--- src/rtl/datapath_pkg.sv ---
// rtl/datapath_pkg.sv - shared register-file datapath constants and types
// Defaults and the write-back entry layout used by reg_writeback_port.
package datapath_pkg;

  localparam int DATA_W_DEF = 32;
  localparam int ADDR_W_DEF = 5;
  localparam logic [4:0] REG_ZERO = 5'd0;

  typedef struct packed {
    logic [ADDR_W_DEF-1:0] addr;
    logic [DATA_W_DEF-1:0] data;
  } wb_entry_t;

endpackage

--- src/rtl/wb_fifo.sv ---
// rtl/wb_fifo.sv - pending-write FIFO for the register write-back port
// Storage, wrapping pointers and occupancy; REG_WB_BYPASS_EN exposes contents for forwarding.
module wb_fifo
  import datapath_pkg::*;
#(
  parameter int DEPTH  = 4,
  parameter int DATA_W = DATA_W_DEF,
  parameter int ADDR_W = ADDR_W_DEF,
  localparam int PTR_W = $clog2(DEPTH),
  localparam int CNT_W = $clog2(DEPTH + 1)
) (
  input  logic              clk,
  input  logic              rst,
  input  logic              push,
  input  logic              pop,
  input  logic              clear,
  input  logic [ADDR_W-1:0] push_addr,
  input  logic [DATA_W-1:0] push_data,
  output logic [ADDR_W-1:0] head_addr,
  output logic [DATA_W-1:0] head_data,
  output logic [CNT_W-1:0]  count,
  output logic              full,
  output logic              empty
`ifdef REG_WB_BYPASS_EN
  ,
  output logic [PTR_W-1:0]  rd_ptr,
  output logic [ADDR_W-1:0] mem_addr [DEPTH],
  output logic [DATA_W-1:0] mem_data [DEPTH]
`endif
);

  logic [ADDR_W-1:0] addr_q [DEPTH];
  logic [DATA_W-1:0] data_q [DEPTH];
  logic [PTR_W-1:0]  wr_ptr_q, rd_ptr_q;
  logic [CNT_W-1:0]  cnt_q;
  logic              push_ok, pop_ok;

  assign full    = (cnt_q == CNT_W'(DEPTH));
  assign empty   = (cnt_q == '0);
  assign push_ok = push && !clear && !full;
  assign pop_ok  = pop && !clear && !empty;

  assign head_addr = addr_q[rd_ptr_q];
  assign head_data = data_q[rd_ptr_q];
  assign count     = cnt_q;

`ifdef REG_WB_BYPASS_EN
  assign rd_ptr   = rd_ptr_q;
  assign mem_addr = addr_q;
  assign mem_data = data_q;
`endif

  // Payload needs no reset: only slots inside the occupied window are ever read.
  always_ff @(posedge clk) begin
    if (push_ok) begin
      addr_q[wr_ptr_q] <= push_addr;
      data_q[wr_ptr_q] <= push_data;
    end
  end

  always_ff @(posedge clk or posedge rst) begin
    if (rst) begin
      wr_ptr_q <= '0;
      rd_ptr_q <= '0;
      cnt_q    <= '0;
    end else if (clear) begin
      wr_ptr_q <= '0;
      rd_ptr_q <= '0;
      cnt_q    <= '0;
    end else begin
      if (push_ok) wr_ptr_q <= wr_ptr_q + 1'b1;
      if (pop_ok)  rd_ptr_q <= rd_ptr_q + 1'b1;
      cnt_q <= cnt_q + CNT_W'(push_ok) - CNT_W'(pop_ok);
    end
  end

endmodule

--- src/rtl/reg_writeback_port.sv ---
// rtl/reg_writeback_port.sv - register-file write side with pending-write queue
// Optional forwarding of pending writes to the read ports when REG_WB_BYPASS_EN is defined.
module reg_writeback_port
  import datapath_pkg::*;
#(
  parameter int DEPTH  = 4,
  parameter int DATA_W = DATA_W_DEF,
  parameter int ADDR_W = ADDR_W_DEF,
  localparam int PTR_W = $clog2(DEPTH),
  localparam int CNT_W = $clog2(DEPTH + 1)
) (
  input  logic              clk,
  input  logic              rst,
  input  logic              wb_valid,
  output logic              wb_ready,
  input  logic [ADDR_W-1:0] wb_reg,
  input  logic [DATA_W-1:0] wb_data,
  input  logic              RegWrite,
  input  logic              flush,
  input  logic              rf_stall,
  output logic              rf_we,
  output logic [ADDR_W-1:0] rf_waddr,
  output logic [DATA_W-1:0] rf_wdata,
  input  logic [ADDR_W-1:0] fwd_reg1,
  input  logic [ADDR_W-1:0] fwd_reg2,
  output logic              fwd_hit1,
  output logic              fwd_hit2,
  output logic [DATA_W-1:0] fwd_data1,
  output logic [DATA_W-1:0] fwd_data2,
  output logic [CNT_W-1:0]  pending
);

  logic              full, empty, push, pop;
  logic [ADDR_W-1:0] head_addr;
  logic [DATA_W-1:0] head_data;
  logic [CNT_W-1:0]  count;
`ifdef REG_WB_BYPASS_EN
  logic [PTR_W-1:0]  rd_ptr;
  logic [ADDR_W-1:0] mem_addr [DEPTH];
  logic [DATA_W-1:0] mem_data [DEPTH];
`endif

  // Non-writing beats and $zero targets are accepted but never queued.
  assign wb_ready = !full;
  assign push     = wb_valid && wb_ready && RegWrite &&
                    (wb_reg != ADDR_W'(REG_ZERO)) && !flush;
  assign pop      = !empty && !rf_stall && !flush;
  assign pending  = count;

  wb_fifo #(.DEPTH(DEPTH), .DATA_W(DATA_W), .ADDR_W(ADDR_W)) u_fifo (
    .clk       (clk),
    .rst       (rst),
    .push      (push),
    .pop       (pop),
    .clear     (flush),
    .push_addr (wb_reg),
    .push_data (wb_data),
    .head_addr (head_addr),
    .head_data (head_data),
    .count     (count),
    .full      (full),
    .empty     (empty)
`ifdef REG_WB_BYPASS_EN
    ,
    .rd_ptr    (rd_ptr),
    .mem_addr  (mem_addr),
    .mem_data  (mem_data)
`endif
  );

  always_ff @(posedge clk or posedge rst) begin
    if (rst) begin
      rf_we    <= 1'b0;
      rf_waddr <= '0;
      rf_wdata <= '0;
    end else if (pop) begin
      rf_we    <= 1'b1;
      rf_waddr <= head_addr;
      rf_wdata <= head_data;
    end else begin
      rf_we    <= 1'b0;
    end
  end

`ifdef REG_WB_BYPASS_EN
  // Scan oldest to youngest so the last match (youngest write) wins.
  function automatic logic [DATA_W:0] lookup(input logic [ADDR_W-1:0] r);
    logic [DATA_W:0] res;
    logic [PTR_W-1:0] idx;
    res = '0;
    if (r != ADDR_W'(REG_ZERO)) begin
      if (rf_we && rf_waddr == r) res = {1'b1, rf_wdata};
      for (int k = 0; k < DEPTH; k++) begin
        idx = rd_ptr + PTR_W'(k);
        if (CNT_W'(k) < count && mem_addr[idx] == r) res = {1'b1, mem_data[idx]};
      end
    end
    return res;
  endfunction

  assign {fwd_hit1, fwd_data1} = lookup(fwd_reg1);
  assign {fwd_hit2, fwd_data2} = lookup(fwd_reg2);
`else
  logic unused_fwd;
  assign unused_fwd = ^{fwd_reg1, fwd_reg2};
  assign fwd_hit1   = 1'b0;
  assign fwd_hit2   = 1'b0;
  assign fwd_data1  = '0;
  assign fwd_data2  = '0;
`endif

endmodule

--- config.mk ---
export PLATFORM = sky130hd
export DESIGN_NAME = reg_writeback_port
export DESIGN_NICKNAME = d
export VERILOG_FILES = /design/src/rtl/datapath_pkg.sv /design/src/rtl/wb_fifo.sv /design/src/rtl/reg_writeback_port.sv
export SDC_FILE = /design/constraint.sdc
export NUM_CORES = 1
export LEC_CHECK = 0
export CORE_MARGIN = 3
export CORE_UTILIZATION = 50
export DETAILED_ROUTE_END_ITERATION = 16
export PLACE_DENSITY = 0.85
export SYNTH_ARGS = -nofsm -noshare
export SYNTH_HDL_FRONTEND = slang
export SYNTH_HIERARCHICAL = 1
export SYNTH_SLANG_ARGS = --single-unit
--- constraint.sdc ---
create_clock -name clk -period 3.9 [get_ports clk]
set_clock_uncertainty 0.15 [all_clocks]
set_input_delay 0.39 -clock clk [delete_from_list [all_inputs] [get_ports clk]]
set_output_delay 0.39 -clock clk [all_outputs]
set_load 0.03 [all_outputs]
After elaboration in Yosys (flattened, before gate mapping)
Memory sizes are Yosys's and may differ from the RTL's. A register that Yosys moved wholly into a read port is not among the register bits.
Index checks and enable logic that the tools add are counted.
{"block": "totals", "ff_bits": 8, "latch_bits": 0, "ramBits": 148, "romBits": 0, "input_bits": 53, "output_inout_bits": 108, "word_cells": 37, "mem_count": 2}
{"block": "op_classes", "add_sub_neg": 4, "multipliers": 0, "n_div": 0, "magnitude_cmp": 0, "eq_ne": 1, "shift": 0, "muxes": 8, "n_bitwise": 0, "reduce_logical": 18}
{"name": "u_fifo.data_q", "words": 4, "width": 32, "rd": 1, "rd_clocked_by_memory_dff": 1, "write_ports": 1, "line_no": "wb_fifo.sv:33", "text": "logic [DATA_W-1:0] data_q [DEPTH];"}
{"name": "u_fifo.addr_q", "words": 4, "width": 5, "rd": 1, "rd_clocked_by_memory_dff": 1, "write_ports": 1, "line_no": "wb_fifo.sv:32", "text": "logic [ADDR_W-1:0] addr_q [DEPTH];"}
{"op": "$logic_and 1x1->1", "n": 10}
{"op": "$mux 2", "n": 4}
{"op": "$reduce_bool 5->1", "n": 1}
{"op": "$add 2x1->2 const B", "n": 2}
{"op": "$logic_not 1->1", "n": 4}
{"op": "$reduce_bool 2->1", "n": 2}
{"op": "$add 3x1->3", "n": 1}
{"op": "$eq 3x3->1 const B", "n": 1}
{"op": "$logic_not 3->1", "n": 1}
{"op": "$mux 1", "n": 3}
{"op": "$mux 3", "n": 1}
{"op": "$sub 3x1->3", "n": 1}

Depth between registers and ports, before layout
{"block": "depth", "depth_word": 11, "ltp_mapped": 13, "depth_no_buf": 13}

Modules after synthesis
The synthesis kept the hierarchy.
{"module": "wb_fifo", "n_inst": 1, "cells_per_inst": 239, "area_each_um2": 5800.6, "seq_area_each_um2": 4619.4}
{"module": "reg_writeback_port", "n_inst": 1, "cells_per_inst": 153, "area_each_um2": 1944.4, "seq_area_each_um2": 950.9}

Worst setup path after synthesis
No wires, ideal clock.
{"block": "synth_path", "kind": "flip-flop to flip-flop", "startpoint": "register u_fifo.cnt_q[1] (netlist: u_fifo/count[1])", "endpoint": "memory u_fifo/addr_q[0][0] in the netlist's numbering (enable)", "arrival_ns": 2.325, "t_required_ns": 3.352, "path_slack_ns": 1.027, "path_stages_with_launch": 7, "n_path_buf": 0, "period_less_slack_ns": 2.873, "path_cell_list": "dfrtp_1 -> nor3b_4 -> nand4bb_1 -> a21oi_1 -> inv_1 -> nor3_2 -> and2_1"}
{"block": "synth_via", "elab_chain_cells": 10}
{"item": "start, declared", "line_no": "wb_fifo.sv:35", "text": "logic [CNT_W-1:0] cnt_q;"}
{"item": "start signal, assigned", "line_no": "wb_fifo.sv:73", "text": "cnt_q <= cnt_q + CNT_W'(push_ok) - CNT_W'(pop_ok);"}
{"item": "$eq 3x3->1", "line_no": "wb_fifo.sv:38", "text": "assign full = (cnt_q == CNT_W'(DEPTH));"}
{"item": "net full", "line_no": "reg_writeback_port.sv:33", "text": "logic full, empty, push, pop;"}
{"item": "$logic_not 1->1", "line_no": "reg_writeback_port.sv:44", "text": "assign wb_ready = !full;"}
{"item": "$logic_and 1x1->1 (3 in a row)", "line_no": "reg_writeback_port.sv:45", "text": "assign push = wb_valid && wb_ready && RegWrite &&"}
{"item": "$logic_and 1x1->1", "line_no": "reg_writeback_port.sv:46", "text": "(wb_reg != ADDR_W'(REG_ZERO)) && !flush;"}
{"item": "net push", "line_no": "reg_writeback_port.sv:33"}
{"item": "$logic_and 1x1->1 (2 in a row)", "line_no": "wb_fifo.sv:40", "text": "assign push_ok = push && !clear && !full;"}
{"item": "$mux 1", "line_no": "wb_fifo.sv:55", "text": "if (push_ok) begin"}
{"item": "$mux 1 (implied by the code)", "line_no": "wb_fifo.sv:56", "text": "addr_q[wr_ptr_q] <= push_addr;"}
{"item": "end, declared", "line_no": "wb_fifo.sv:32"}
The timed path passes the listed nets, and every way through them passes these cells.

Worst setup path after layout
{"block": "layout_path", "startpoint": "register u_fifo.cnt_q[2] (netlist: u_fifo/count[2])", "endpoint": "register u_fifo.cnt_q[2] (netlist: u_fifo/count[2])"}
{"block": "layout_via", "elab_chain_cells": 11, "elab_cells_between_ends": 17}
{"item": "$eq 3x3->1", "line_no": "wb_fifo.sv:38"}
{"item": "net full", "line_no": "reg_writeback_port.sv:33"}
{"item": "$logic_not 1->1", "line_no": "reg_writeback_port.sv:44"}
{"item": "$logic_and 1x1->1 (3 in a row)", "line_no": "reg_writeback_port.sv:45"}
{"item": "$logic_and 1x1->1", "line_no": "reg_writeback_port.sv:46"}
{"item": "net push", "line_no": "reg_writeback_port.sv:33"}
{"item": "$logic_and 1x1->1 (2 in a row)", "line_no": "wb_fifo.sv:40"}
{"item": "$add 3x1->3", "line_no": "wb_fifo.sv:73"}
{"item": "$sub 3x1->3", "line_no": "wb_fifo.sv:73"}
{"item": "$mux 3", "line_no": "wb_fifo.sv:66", "text": "end else if (clear) begin"}
The timed path passes the listed nets, and every way through them passes these cells.
A chain may end at the register's enable or synchronous reset.

==> metrics.yaml <==
status:
  status: "finished clean"
cells_and_area:
  syn_to_final_growth_pct: 18.4
  layout_commonest_cell: "edfxtp_1"
  final_layout_size_suffix_gt1_frac: 0.200
  antenna_cells: 0
  fin_nets: 548
  layout_common_cells: "edfxtp_1, clkdlybuf4s50_1, conb_1, dfrtp_1, mux4_2"
timing:
  tightest_slew_ps: 995
  fin_crit_ps: 2930
  setup_slack_ps: 966
  timing.fmax_mhz: 341
  final.period_utilization: 0.752
  hold_viol_final: 0
  rsz0062_at_grt: "no"
  fin_tns_setup_ps: 0
  setup_viol_count_final: 0
  relSlewSlack: 0.336
  drv_slew: 0
hold_path:
  min_path_type: "input port to asynchronous set/reset pin"
yosys:
  synth_cell_type_count: 27
  synth-seq-cells: 193
  syn_avg_cell_area_um2: 19.8
  yosysWarnings: 6
  ys_seq_area_frac: 0.719
  synth.cell_area_mm2: 0.00774
  syn-instance-count: 392
drt:
  drt-pass1-iter-count: 4
  vias: 3600
  maxUsedRoutingLayer: "met4"
  wl_um: 13400
  wl_met2_um: 6880
  drtAntennaViolNets: 0
  viasPerCell: 5.26
  met3_length_um: 1090
  drc_errors: 0
  drt-initial-drc-count: 225
  wl_per_cell_um: 19.6
  drt-met1-wl_um: 5320
power:
  peakVddDrop_mv: 0.308
  swShare: 0.253
  pwr-share-clk: 0.346
  design_power_total_w: 0.00478
  internal_power_w: 0.00357
  p_per_area_mw_per_mm2: 521
  combPwrFrac: 0.152
  power_switching_w: 0.00121
  seq_power_share: 0.502
  leakage_nw: 3.30
clock_network:
  htreeDepth: 4
  cts_setup_buffers: 0
  cts_buffer_depth: 2
  clock_latency_ps: 420
  cts_sinks: 193
  root_buffer: "clkbuf_16"
  post_cts_resized: 0
  tritoncts: "built"
  cts_buffers: 17
  clkTransAtPathRegs_ps: 60
  hold_buffers: 0
worst_setup_path:
  cp-start-kind: "register"
  critPathRequiredTime_ps: 4060
  worst-path-max-fanout: 6
  r2r_end: "u_fifo/count[2]"
  path_depth: 13
  worstPathArrival_ps: 3090
  cpPeakStageDelay_ps: 450
  reg2reg_from: "u_fifo/count[2]"
  worstSetupPathType: "register to register"
  r2r_slack_ps: 970
  crit_chain: "nor3b_4 -> nand4bb_1 -> a21oi_1 -> inv_1 -> nor3_2 -> inv_1 -> ha_1 -> inv_1 -> ha_1 -> inv_1 -> fa_1 -> xnor2_1 -> nor2_1"
  cpMaxStageDelayCell: "dfrtp_1"
  crit_path_end_kind: "register"
  cp_num_buf_inv: 4
  worstRegToRegCells: 13
  cp_common_cell: "inv_1"
  crit_family: "simple AND/OR/NAND/NOR gates"
placed_design:
  port_buffers: 84
  place.gp.congestion: 0.764
  dp_slack_ps: 639
  dpl.hpwl_um: 8220
global_routing:
  overflow: 0
  grt_pass1_wl_um: 21200
  grt_pass1_vias: 3878
  grt_use_total: 0.171
  grt_max_degree: 40
  antenna_found_initial: 0
floorplan:
  io-pin-count: 161
  core_mm2: 0.0149
  die_h_um: 130
  start_util: 0.521
  core.rowCount: 44
  dieArea_mm2: 0.0170
  fp.dieW_um: 130
run:
  drv_cap: 0
[cells by family (layout without fill, tap and decap cells)]
kind of cell / Yosys count / after routing / share of synthesized area
multiplexers: 75 / 75 / 0.163
flip-flops: 193 / 193 / 0.719
other: 1 / 66 / 0.000484
buffers and inverters: 88 / 132 / 0.0806
XOR/XNOR: 4 / 4 / 0.00452
adder cells (fa/ha/maj): 7 / 7 / 0.0123
AND/OR/NAND/NOR: 19 / 19 / 0.0160
AO/OA/AOI/OAI: 5 / 5 / 0.00404
[power groups by stage]
stage / sequential, W / clock, W / combinational, W
2_1_floorplan: 0.00265 / 0 / 0.000243
3_3_place_gp: 0.00243 / 0 / 0.000716
3_5_place_dp: 0.00244 / 0 / 0.000733
4_1_cts: 0.00240 / 0.00169 / 0.000736
5_1_grt: 0.00241 / 0.00178 / 0.000770
6_report: 0.00240 / 0.00165 / 0.000728
[cells in the mapped netlist]
cell	instances	area share
a21oi_1	2	0.0013
and2_1	4	0.0032
buf_2	4	0.0026
buf_4	69	0.067
buf_6	4	0.0058
clkbuf_1	2	0.00097
conb_1	1	0.00048
dfrtp_1	45	0.15
edfxtp_1	148	0.57
fa_1	1	0.0026
ha_1	6	0.0097
inv_1	9	0.0044
mux2_1	20	0.029
mux2_2	18	0.026
mux4_2	37	0.11
nand4bb_1	1	0.0015
nor2_1	7	0.0034
nor2b_1	1	0.00081
nor3_1	2	0.0013
nor3_2	2	0.0026
nor3b_4	1	0.0024
o21ai_0	1	0.00065
o311ai_1	1	0.0011
o31ai_1	1	0.00097
or3_1	1	0.00081
xnor2_1	1	0.0011
xor2_1	3	0.0034
[worst max path at each step]
stage	slack, ps	endpoint	from
6_report	970	u_fifo/count[2]	u_fifo/count[2]
3_3_place_gp	810	u_fifo/count[2]	flush
3_5_place_dp	640	u_fifo/count[2]	flush
2_1_floorplan	1030	u_fifo/addr_q[0][0]	u_fifo/count[1]
4_1_cts	990	u_fifo/count[2]	u_fifo/count[2]
5_1_grt	750	u_fifo/count[2]	u_fifo/count[1]
[final cells by class]
class	count	area, µm²
Fill cell	1029	5700
Clock inverter	14	139
Tap cell	184	230
Multi-Input combinational cell	176	1810
Clock buffer	18	429
Timing Repair Buffer	91	956
Sequential cell	193	5570
Inverter	9	33.8
[worst reg2reg max path, delay by kind of cell, from the launching register on]
kind            cells  cell delay, ps
compound gates      1             120
xor+xnor            1             190
fa+ha+maj           3             800
buf+inv             4             300
flops               1             450
simple gates        4             800
[flip-flops by register name, indices dropped and copies added, names as in the netlist]
register	flops
rf_we	1
rf_waddr	5
u_fifo/rd_ptr_q	2
u_fifo/data_q	128
rf_wdata	32
u_fifo/count	3
u_fifo/addr_q	20
u_fifo/wr_ptr_q	2
[stage by stage]
| stage | hold WS, ps | utilization | cell area [µm²] | instances |
|---|---|---|---|---|
| after CTS | 111 | 0.617 | 9170 | 685 |
| after detailed placement | 329 | 0.578 | 8600 | 653 |
| after global placement | 318 | 0.578 | 8600 | 653 |
| after global routing | 160 | 0.617 | 9170 | 685 |
| after floorplan | 43.4 | - | 7990 | 457 |
| final | 125 | 0.617 | 9170 | 685 |
[layer usage]
| metal | vias to the layer above | track usage |
|---|---|---|
| met2 | 162 | 0.285 |
| met4 | 0 | 0.0635 |
| met3 | 15 | 0.0533 |
| li1 | 1552 | - |
| met5 | - | 0 |
| met1 | 1871 | 0.214 |
No activity file was read; power rests on OpenSTA's default activity.
